## src/rtl/wb_tlb_seq.sv

```systemverilog
// Multi-cycle TLB maintenance sequencer (TLBWR/TLBFILL/TLBRD/INVTLB) for the WB stage.
// Define TLB_LFSR_FILL_EN to pick TLBFILL slots with a 16-bit LFSR instead of round-robin.
module wb_tlb_seq #(
  parameter int TLBNUM = 16,
  parameter int IDXW   = 4
) (
  input  logic            clk,
  input  logic            resetn,
  input  logic            req_valid,
  input  logic [1:0]      req_op,
  input  logic [31:0]     req_pc,
  input  logic [4:0]      inv_op,
  input  logic [9:0]      inv_asid,
  input  logic [18:0]     inv_vppn,
  input  logic [IDXW-1:0] csr_index,
  input  logic [88:0]     csr_entry,
  input  logic            estat_is_tlbr,
  output logic            busy,
  output logic            done,
  output logic            ine,
  output logic            w_we,
  output logic [IDXW-1:0] w_index,
  output logic [88:0]     w_entry,
  output logic [IDXW-1:0] r_index,
  input  logic [88:0]     r_entry,
  output logic            rd_valid,
  output logic [88:0]     rd_entry,
  output logic            refetch_valid,
  output logic [31:0]     refetch_pc
);

  localparam logic [1:0] OP_WR   = 2'd0;
  localparam logic [1:0] OP_FILL = 2'd1;
  localparam logic [1:0] OP_RD   = 2'd2;
  localparam logic [1:0] OP_INV  = 2'd3;

  typedef enum logic [1:0] {S_IDLE, S_EXEC, S_INV, S_DONE} state_t;

  state_t          state_reg, state_next;
  logic [1:0]      op_reg;
  logic [4:0]      inv_op_reg;
  logic [9:0]      inv_asid_reg;
  logic [18:0]     inv_vppn_reg;
  logic [IDXW-1:0] index_reg;
  logic [88:0]     entry_reg;
  logic            tlbr_reg;
  logic [31:0]     refetch_pc_reg;
  logic [IDXW-1:0] ctr_reg;
  logic [88:0]     rd_entry_reg;
  logic [IDXW-1:0] fill_idx;
  logic            fill_step;
  logic            accept;
  logic            inv_nop;
  logic            inv_hit;
  logic            asid_hit;
  logic            va_hit;
  logic [18:0]     vppn_eq;

  assign accept    = (state_reg == S_IDLE) && req_valid;
  assign inv_nop   = (op_reg == OP_INV) && (inv_op_reg > 5'd6);
  assign fill_step = (state_reg == S_EXEC) && (op_reg == OP_FILL);

  // Entry under scan vs. latched INVTLB operands; huge pages (ps=21) ignore vppn[8:0].
  for (genvar gi = 0; gi < 19; gi++) begin : g_vppn_eq
    assign vppn_eq[gi] = (r_entry[69+gi] == inv_vppn_reg[gi]);
  end
  assign va_hit   = (r_entry[68:63] == 6'd21) ? &vppn_eq[18:9] : &vppn_eq;
  assign asid_hit = (r_entry[62:53] == inv_asid_reg);

  always_comb begin
    case (inv_op_reg)
      5'd0, 5'd1: inv_hit = 1'b1;
      5'd2:       inv_hit = r_entry[52];
      5'd3:       inv_hit = !r_entry[52];
      5'd4:       inv_hit = !r_entry[52] && asid_hit;
      5'd5:       inv_hit = !r_entry[52] && asid_hit && va_hit;
      5'd6:       inv_hit = (r_entry[52] || asid_hit) && va_hit;
      default:    inv_hit = 1'b0;
    endcase
  end

`ifdef TLB_LFSR_FILL_EN
  logic [15:0] lfsr_reg;
  assign fill_idx = lfsr_reg[IDXW-1:0];
  always_ff @(posedge clk or negedge resetn) begin
    if (!resetn)        lfsr_reg <= 16'hACE1;
    else if (fill_step) lfsr_reg <= {lfsr_reg[14:0], lfsr_reg[15] ^ lfsr_reg[13] ^ lfsr_reg[12] ^ lfsr_reg[10]};
  end
`else
  logic [IDXW-1:0] rr_reg;
  assign fill_idx = rr_reg;
  always_ff @(posedge clk or negedge resetn) begin
    if (!resetn)        rr_reg <= '0;
    else if (fill_step) rr_reg <= (rr_reg == IDXW'(TLBNUM - 1)) ? '0 : rr_reg + 1'b1;
  end
`endif

  always_ff @(posedge clk or negedge resetn) begin
    if (!resetn) state_reg <= S_IDLE;
    else         state_reg <= state_next;
  end

  always_comb begin
    state_next = state_reg;
    case (state_reg)
      S_IDLE: if (req_valid) state_next = (req_op == OP_INV && inv_op <= 5'd6) ? S_INV : S_EXEC;
      S_EXEC: state_next = S_DONE;
      S_INV:  if (ctr_reg == IDXW'(TLBNUM - 1)) state_next = S_DONE;
      S_DONE: state_next = S_IDLE;
      default: state_next = S_IDLE;
    endcase
  end

  // Operands are captured once at acceptance so later CSR writes cannot disturb the op.
  always_ff @(posedge clk or negedge resetn) begin
    if (!resetn) begin
      op_reg         <= '0;
      inv_op_reg     <= '0;
      inv_asid_reg   <= '0;
      inv_vppn_reg   <= '0;
      index_reg      <= '0;
      entry_reg      <= '0;
      tlbr_reg       <= 1'b0;
      refetch_pc_reg <= '0;
      ctr_reg        <= '0;
      rd_entry_reg   <= '0;
    end else begin
      if (accept) begin
        op_reg         <= req_op;
        inv_op_reg     <= inv_op;
        inv_asid_reg   <= inv_asid;
        inv_vppn_reg   <= inv_vppn;
        index_reg      <= csr_index;
        entry_reg      <= csr_entry;
        tlbr_reg       <= estat_is_tlbr;
        refetch_pc_reg <= req_pc;
        ctr_reg        <= '0;
      end else if (state_reg == S_INV) begin
        ctr_reg <= ctr_reg + 1'b1;
      end
      if (state_reg == S_EXEC && op_reg == OP_RD)
        rd_entry_reg <= r_entry[88] ? r_entry : '0;
    end
  end

  always_comb begin
    busy          = 1'b0;
    done          = 1'b0;
    ine           = 1'b0;
    rd_valid      = 1'b0;
    refetch_valid = 1'b0;
    w_we          = 1'b0;
    w_index       = '0;
    w_entry       = '0;
    r_index       = index_reg;
    case (state_reg)
      S_IDLE: busy = req_valid;
      S_EXEC: begin
        busy = 1'b1;
        if (op_reg == OP_WR || op_reg == OP_FILL) begin
          w_we    = 1'b1;
          w_index = (op_reg == OP_FILL) ? fill_idx : index_reg;
          w_entry = {entry_reg[88] | tlbr_reg, entry_reg[87:0]};
        end
      end
      S_INV: begin
        busy    = 1'b1;
        r_index = ctr_reg;
        if (r_entry[88] && inv_hit) begin
          w_we    = 1'b1;
          w_index = ctr_reg;
          w_entry = {1'b0, r_entry[87:0]};
        end
      end
      S_DONE: begin
        done          = 1'b1;
        rd_valid      = (op_reg == OP_RD);
        ine           = inv_nop;
        refetch_valid = (op_reg == OP_WR) || (op_reg == OP_FILL) || (op_reg == OP_INV && !inv_nop);
      end
      default: ;
    endcase
  end

  assign rd_entry   = rd_entry_reg;
  assign refetch_pc = refetch_pc_reg;

endmodule

```

## config.mk

```make
export PLATFORM = sky130hd
export DESIGN_NAME = wb_tlb_seq
export DESIGN_NICKNAME = d
export VERILOG_FILES = /design/src/rtl/wb_tlb_seq.sv
export SDC_FILE = /design/constraint.sdc
export NUM_CORES = 1
export LEC_CHECK = 0
export CAP_MARGIN = 20
export CORE_AREA = 2 2 186 188
export DETAILED_ROUTE_END_ITERATION = 6
export DIE_AREA = 0 0 188 190
export PLACE_DENSITY = 0.74
export SLEW_MARGIN = 10
export SYNTH_ARGS = -nofsm -noshare
export SYNTH_HDL_FRONTEND = slang
export SYNTH_SLANG_ARGS = --single-unit
```

## constraint.sdc

```tcl
create_clock -name clk -period 7.3 [get_ports clk]
set_input_delay 1.46 -clock clk [delete_from_list [all_inputs] [get_ports clk]]
set_output_delay 1.46 -clock clk [all_outputs]
set_load 0.05 [all_outputs]
```

# Yosys cells after proc, flatten, opt, wreduce, memory -nomap -nowiden
# Cells that the tools add are included.
dict set report word_totals {
  ff_bits 261
  inputBits 254
  word_cells 105
}
dict set report classes {
  addsub 2
  order_cmp 2
  n_eq_ne 38
  mux 26
  n_bitwise 1
  reduce_logical 24
}
# cell count
set op_table {}
lappend op_table {{89-bit 2-to-1 mux} 2}
lappend op_table {{89-bit one-hot mux with 2 select lines} 1}
lappend op_table {{88-bit 2-to-1 mux} 1}
lappend op_table {{4-bit 2-to-1 mux} 7}
lappend op_table {{1-bit == test} 19}
lappend op_table {{19-bit AND reduction} 1}
lappend op_table {{5-bit by 3-bit == test with 1-bit output (second input constant)} 3}
lappend op_table {{10-bit == test} 1}
lappend op_table {{2-bit == test (second input constant)} 5}
lappend op_table {{5-bit by 2-bit == test with 1-bit output (second input constant)} 2}
lappend op_table {{1-bit logical AND} 10}
lappend op_table {{10-bit AND reduction} 1}
lappend op_table {{4-bit by 1-bit adder with 4-bit output (second input constant)} 2}
lappend op_table {{4-bit == test (second input constant)} 2}
lappend op_table {{2-bit one-hot mux with 4 select lines} 1}
lappend op_table {{4-bit one-hot mux with 2 select lines} 1}
lappend op_table {{1-bit 2-to-1 mux} 7}
lappend op_table {{6-bit by 5-bit == test with 1-bit output (second input constant)} 1}
lappend op_table {{2-bit 2-to-1 mux} 3}
lappend op_table {{1-bit one-hot mux with 6 select lines} 1}
lappend op_table {{5-bit by 1-bit == test with 1-bit output (second input constant)} 1}
lappend op_table {{5-bit by 3-bit greater-than comparator with 1-bit output (second input constant)} 1}
lappend op_table {{5-bit by 3-bit <= comparator with 1-bit output (second input constant)} 1}
lappend op_table {{5-bit zero test} 1}
lappend op_table {{other kinds (10)} 18}

# Logic depth before layout (Yosys ltp)
# Gate-level depths: netlist of run 1.
dict set report depth {
  depth_word 8
  depth_mapped 9
  mapped_depth_nobuf 6
}

# Least setup slack after synthesis of run 1
# OpenSTA, ideal clock, no wires.
dict set report synth_path {
  path_kind {input to output}
  start {input port r_entry[59]}
  end {output port w_entry[10]}
  t_arrival_ns 3.700
  slack_ns 2.140
  stages 7
  n_path_buf 2
  cell_sequence {xor2_1 > or4_4 > nor3_2 > buf_6 > buf_6 > o2111ai_1 > a31oi_1}
}
dict set report synth_between {
  elab_chain_cells 7
  elab_cells_between_ends 9
}
# element line
set synth_rtl {}
lappend synth_rtl {{from (decl)} 25} ;# input logic [88:0] r_entry,
lappend synth_rtl {{10-bit == test *} 68} ;# assign asid_hit = (r_entry[62:53] == inv_asid_reg);
lappend synth_rtl {{1-bit logical OR or 1-bit logical AND (tied branches)} {77, 75, 76}}
lappend synth_rtl {{1-bit logical AND (on tied branches)} {77, 76}}
lappend synth_rtl {{1-bit one-hot mux with 6 select lines *} 71} ;# case (inv_op_reg)
lappend synth_rtl {{1-bit logical AND *} 169} ;# if (r_entry[88] && inv_hit) begin
lappend synth_rtl {{88-bit 2-to-1 mux *} 169}
lappend synth_rtl {{89-bit one-hot mux with 2 select lines *} 156} ;# case (state_reg)
lappend synth_rtl {{to (decl)} 23} ;# output logic [88:0] w_entry,
# Mark *: on every way between the ends. The rest lies on a longest branch, timed or not.

# Worst setup path after layout of run 1
dict set report layout_path {
  start {input port r_entry[59]}
  end {output port w_entry[27]}
}
# The elaborated chain is that of the path after synthesis.

==> impl_results.md, run 1 <==
- Outcome: complete, no violations
- Antenna Violating Nets Remaining: 0
- Crit-path most repeated cell: clkdlybuf4s50_1
- Syn Area/Cell: 7.92 µm²
- Post-synth top area share: 0.471
- Slowest library cell on the worst path: clkdlybuf4s50_1
- Min Clock Period, post-route: 6360 ps
- Iter 0 DRT Violations: 1090
- Placed cells: 2548
- Cell Pwr Density: 438 nW/µm²
- # rows: 68
- Max Fclk: 157 MHz
- CTS clk-pin slew, worst paths: 60 ps
- IO Count: 478
- Critical path arrival: 4900 ps
- Worst Skew: 28.4 ps
- # clock sinks: 261
- Leakage: 0.00846 µW
- Total gr overflow: 0
- Hpwl dp: 36.0 mm
- Setup TNS: 0 ps
- Rel. slew slack: 0.263
- Worst slew pin tran: 1110 ps
- NumNets Final: 2387
- Clock Latency Late Sink: 570 ps
- YS warnings: 0
- Crit path max fanout: 60
- DRT Wirelength: 53.5 mm
- RSZ-0062 raised after global routing: no
- Die W: 188 µm
- Routed vias: 14394
- CP delay by family, top: buffers and inverters
- First-pass GRT wire length: 82.6 mm
- Peak supply drop: 295 µV
- Place WS: 1030 ps
- Largest area contributor in the netlist: dfrtp_1
- Setup CP Type: input pin to output port
- Post-CTS Setup Bufs: 0
- Worst hold path type: flop to flop
- Die Y: 190 µm
- Fin. Hold Viols: 0
- DRC: 0
- Top cells by count, synth: 763 x nand2_1, 261 x dfrtp_1, 174 x o21ai_0
- Initial Utilization: 0.409
- Mapped Cells: 1752
- Req. time, crit path: 5840 ps
- Ys async rst share: 1.00
- WP buf/inv: 3
- Final setup margin: 943 ps
- Drt first pass iters: 5
- Post-DR wirelength/cell: 20.5 µm
- Post-synth EDFFs: 0
- CTS root buffer: clkbuf_16
- Number of global-route vias before repair: 13972
- Core box area: 33900 µm²
- CTS Buffer Depth: 3
- Syn nets: 2013
- Most numerous cell in the Yosys netlist: nand2_1
- Seq cells post-synth: 261
- H-Tree Depth: 1
- Crit-path cells: clkdlybuf4s50_1 -> xor2_1 -> or4_4 -> nor3_4 -> buf_4 -> o2111ai_1 -> a31oi_1 -> clkdlybuf4s50_1
- Sequential share of the synthesized area: 0.471
- Post-synthesis cell type count: 42
- TritonCTS clock tree: done
- Die ar.: 35700 µm²
- Filler cell count in the final layout: 2995
- Critical Path Start Type: input pin
- Largest net degree at the start of global routing: 99
- Syn Std Cell Area: 13900 µm²
- Multi-input gate area: 6670 µm²
- CTS Buf Count: 30
- Antenna violations before repair: 7
- Tcrit/Tclk final: 0.871
- GP Congestion: 0.916
- GRT Util Overall: 0.294
- Max-cap violation count: 0
- CP max stage delay: 880 ps
- IO Port Bufs: 477
- CTS Hold Bufs: 0
- Area growth, synth to finish: 42.7%
- Via density per instance: 5.51
- Main area contributors after synthesis: dfrtp_1 47%, nand2_1 21%, o21ai_0 6.3%
- Endpoints failing setup: 0
- CP Capture Type: output port
- Main synth FF type: dfrtp_1
- Layout cells sized above 1: 0.0493
- Final Max Slew Viols: 0
- Cts repair resizes: 0
- Register Area: 6530 µm²
- Non-filler cells, final: 2610
## kinds of logic after synthesis
logic type,count (synthesis),share of synthesized area
buf+inv,162,0.0535
xor+xnor,35,0.0221
fa+ha+maj,7,0.00631
mux,11,0.00883
simple gates,894,0.265
flops,261,0.471
compound gates,382,0.173
## worst reg2reg max path: stages (launching register included)
cell and delay, ps:
dfrtp_1 390, inv_1 90, ha_1 240, nand2_4 610, buf_4 970, nand2_1 220
nand2_1 110
## cell usage in the layout, fill, tap and decap left out, types with 6 or more instances in the layout
master / instances
nand4_1: 6
a31oi_1: 93
diode_2: 6
o21ai_1: 10
buf_4: 28
mux2_2: 10
xor2_1: 6
nand2_1: 762
ha_1: 7
clkinv_2: 7
o21ai_0: 174
and2_1: 92
nand3_1: 7
nor2_1: 11
o2111ai_1: 93
clkbuf_16: 30
dfrtp_1: 261
clkdlybuf4s50_1: 468
clkbuf_8: 9
xnor2_1: 29
## layout make-up
| type | count | area share |
|---|---|---|
| clock inverters | 12 | 0.00651 |
| clock buffers | 43 | 0.0449 |
| multi-input cells | 1329 | 0.337 |
| repair buffers | 501 | 0.252 |
| flip-flops and latches | 261 | 0.330 |
| well taps | 455 | 0.0287 |
| inverters | 3 | 0.000632 |
| diodes | 6 | 0.000758 |
## stage by stage
step / cell area, µm² / utilization / total power (µW) / hold slack, ps
after CTS: 19800 / 0.582 / 8710 / 476
after floorplan: 13900 / - / 5460 / 440
final: 19800 / 0.583 / 8670 / 475
after global placement: 18800 / 0.552 / 7040 / 453
after global routing: 19800 / 0.583 / 9140 / 489
after detailed placement: 18800 / 0.552 / 7130 / 462
## where the power goes
part	switching (µW)	internal [µW]
clock	631	914
sequential	420	2110
combinational	3170	1430
total	4220	4460
## routing by layer
layer,global-route usage,routed length (µm),vias to the layer above
met5,0,11,-
li1,-,-,6645
met1,0.378,21000,6791
met2,0.467,24500,779
met3,0.0638,4820,177
met4,0.152,3100,2
## worst paths after layout
check,start,endpoint,slack (ps),depth (start not counted)
worst max register to register,state_reg[1],refetch_pc[3],4610,6
worst min register to register,refetch_pc[6],refetch_pc[6],470,2
min in group asynchronous,resetn,rd_entry[70],830,1
worst max-delay path,r_entry[59],w_entry[27],940,8
max in group asynchronous,resetn,rd_entry[66],5010,2
worst min-delay path,refetch_pc[6],refetch_pc[6],470,2
No activity file was read; power rests on OpenSTA's default activity.
==> run 2, diff against run 1 <==
CTS_CLUSTER_SIZE = 10   (was unset)
clock period = 7.9 ns   (was 7.3 ns; I/O delays follow)
==> run 2 against run 1 <==
  * Setup slack lost 35 ps
  * Combinational power decreased by 8.0%
  * Utilization shrank 0.32 points
  * Flip-flop and latch count unchanged
  * Die area did not move
  * Wire length shrank 2.0%
  * Sequential power fell by 7.9%
  * Critical path depth down 1
  * Critical endpoint is now w_entry[0]
  * Largest cell class unchanged
==> impl_results.md, run 2 (synthesis results as in run 1) <==
- Total gr overflow: 0 (unchanged)
- RSZ-0062 raised after global routing: no
- Via density per instance: 5.50 (-0.30%)
- Min Clock Period, post-route: 6990 ps
- CTS root buffer: clkbuf_16
- Final Max Slew Viols: 0 (unchanged)
- Initial Utilization: 0.409 (unchanged)
- Iter 0 DRT Violations: 1328 (+22%)
- Max-cap violation count: 0 (unchanged)
- IO Count: 478 (unchanged)
- Clock Power Share: 0.162 (-0.016)
- First-pass GRT wire length: 81.2 mm (-1.7%)
- Hpwl dp: 35.5 mm (-1.4%)
- Antenna violations before repair: 5 (-2)
- CP Capture Type: output port
- Crit-path cells: clkdlybuf4s50_1 -> or4_4 -> nor3_4 -> buf_4 -> o2111ai_1 -> a31oi_1 -> clkdlybuf4s50_1
- CP max stage delay: 880 ps (about the same)
- DRC: 0 (unchanged)
- CTS Hold Bufs: 0 (unchanged)
- GRT Util Overall: 0.287 (-0.00693)
- Area growth, synth to finish: 41.9%
- DRT Wirelength: 52.4 mm (-2.0%)
- H-Tree Depth: 1 (unchanged)
- NumNets Final: 2391 (+0.17%)
- Peak supply drop: 259 µV (-12%)
- Post-CTS Setup Bufs: 0 (unchanged)
- Req. time, crit path: 6320 ps (+480 ps)
- Die Y: 190 µm (unchanged)
- WP buf/inv: 3 (unchanged)
- Final Cell Area: 19700 µm² (-0.56%)
- Placed cell areas: 18800 µm² (+0.44%)
- Number of global-route vias before repair: 13945 (-0.19%)
- Clock Latency Late Sink: 560 ps (about the same)
- Switching Share: 0.491 (+0.00426)
- CP delay by family, top: buffers and inverters
- Worst slew pin tran: 1090 ps (-15.3 ps)
- Setup TNS: 0 ps (unchanged)
- GP Congestion: 0.882 (-3.7%)
- Die W: 188 µm (unchanged)
- Outcome: complete, no violations
- # clock sinks: 261 (unchanged)
- Max Fclk: 143 MHz
- Drt first pass iters: 6 (+1)
- Antenna Violating Nets Remaining: 0 (unchanged)
- Post-DR wirelength/cell: 20.2 µm (-1.6%)
- Crit-path most repeated cell: clkdlybuf4s50_1
- Slowest library cell on the worst path: clkdlybuf4s50_1
- Cts repair resizes: 0 (unchanged)
- Worst hold path type: flop to flop
- Logic pwr share: 0.540 (+0.010)
- Layout cells sized above 1: 0.0411 (-0.00818)
- Reg power frac: 0.298 (+0.006)
- Largest net degree at the start of global routing: 121 (+22%)
- Rel. slew slack: 0.273 (+0.0102)
- Critical Path Start Type: input pin
- Core box area: 33900 µm² (unchanged)
- Worst Skew: 11.4 ps (-16.9 ps)
- Critical path arrival: 5410 ps (+510 ps)
- Commonest non-fill, non-tap cell in the layout: nand2_1
- Commonest cells after routing, fill and taps aside: 762 x nand2_1, 474 x clkdlybuf4s50_1, 261 x dfrtp_1
- CTS Buf Count: 31 (+3.3%)
- Cell Pwr Density: 397 nW/µm² (-9.3%)
- Fin. Hold Viols: 0 (unchanged)
- Leakage: 0.00838 µW (-0.84%)
- Endpoints failing setup: 0 (unchanged)
- CTS Buffer Depth: 3 (unchanged)
- Routed vias: 14290 (-0.72%)
- Setup CP Type: input pin to output port
- Die ar.: 35700 µm² (unchanged)
- CTS clk-pin slew, worst paths: 60 ps (about the same)
- TritonCTS clock tree: done
- Crit path max fanout: 16 (-73%)
- Tcrit/Tclk final: 0.885
- P_int: 3990 µW (-11%)
- # rows: 68 (unchanged)
- IO Port Bufs: 477 (unchanged)
- P_sw: 3840 µW (-9.0%)
- Power consumption: 7820 µW (-9.8%)
## run 2: cell type report
| type | count | area [µm²] |
|---|---|---|
| fill | 2990 | 14300 |
| tap | 455 | 569 |
| antenna | 5 | 12.5 |
| timing repair buffer | 504 | 5050 |
| clock buffer | 39 | 826 |
| clock inverter | 3 | 22.5 |
| inverter | 3 | 12.5 |
| multi-input combinational | 1329 | 6670 |
| sequential | 261 | 6530 |
## run 2: final timing paths
path	start	to	slack (ps)	cells after the start
worst min register to register	refetch_pc[22]	refetch_pc[22]	470	2
max in group asynchronous	resetn	entry_reg[21]	5130	2
worst max register to register	state_reg[0]	refetch_pc[4]	4950	6
worst max-delay path	r_entry[52]	w_entry[0]	910	7
worst min-delay path	refetch_pc[22]	refetch_pc[22]	470	2
min in group asynchronous	resetn	rd_entry[70]	1060	1
## run 2: power by group through the flow
stage | Sequential (µW) | Combinational [µW] | Clock (µW)
final | 2330 | 4230 | 1270
after global routing | 2410 | 4500 | 1340
after CTS | 2330 | 4240 | 1290
after detailed placement | 2340 | 4230 | 0
after global placement | 2320 | 4170 | 0
after floorplan | 3230 | 1810 | 0
## run 2: per-layer routing
metal,track usage,wire [µm]
met1,0.371,21100
met2,0.470,24600
met3,0.0579,4390
met4,0.121,2320
met5,0,0
## run 2: metrics by stage
stage / hold slack [ps] / std cells / setup WS (ps) / utilization
final: 473 / 2599 / 908 / 0.580
after global placement: 453 / 2552 / 923 / 0.555
after CTS: 476 / 2594 / 869 / 0.580
after detailed placement: 462 / 2552 / 897 / 0.555
after floorplan: 440 / 1752 / 2500 / -
after global routing: 491 / 2597 / 796 / 0.580
## run 2: worst register-to-register path, cell delays in order, from the launching register on
cell	delay, ps
dfrtp_1	400
inv_1	140
ha_1	250
and2_4	820
buf_4	890
nand2_1	290
nand2_1	100
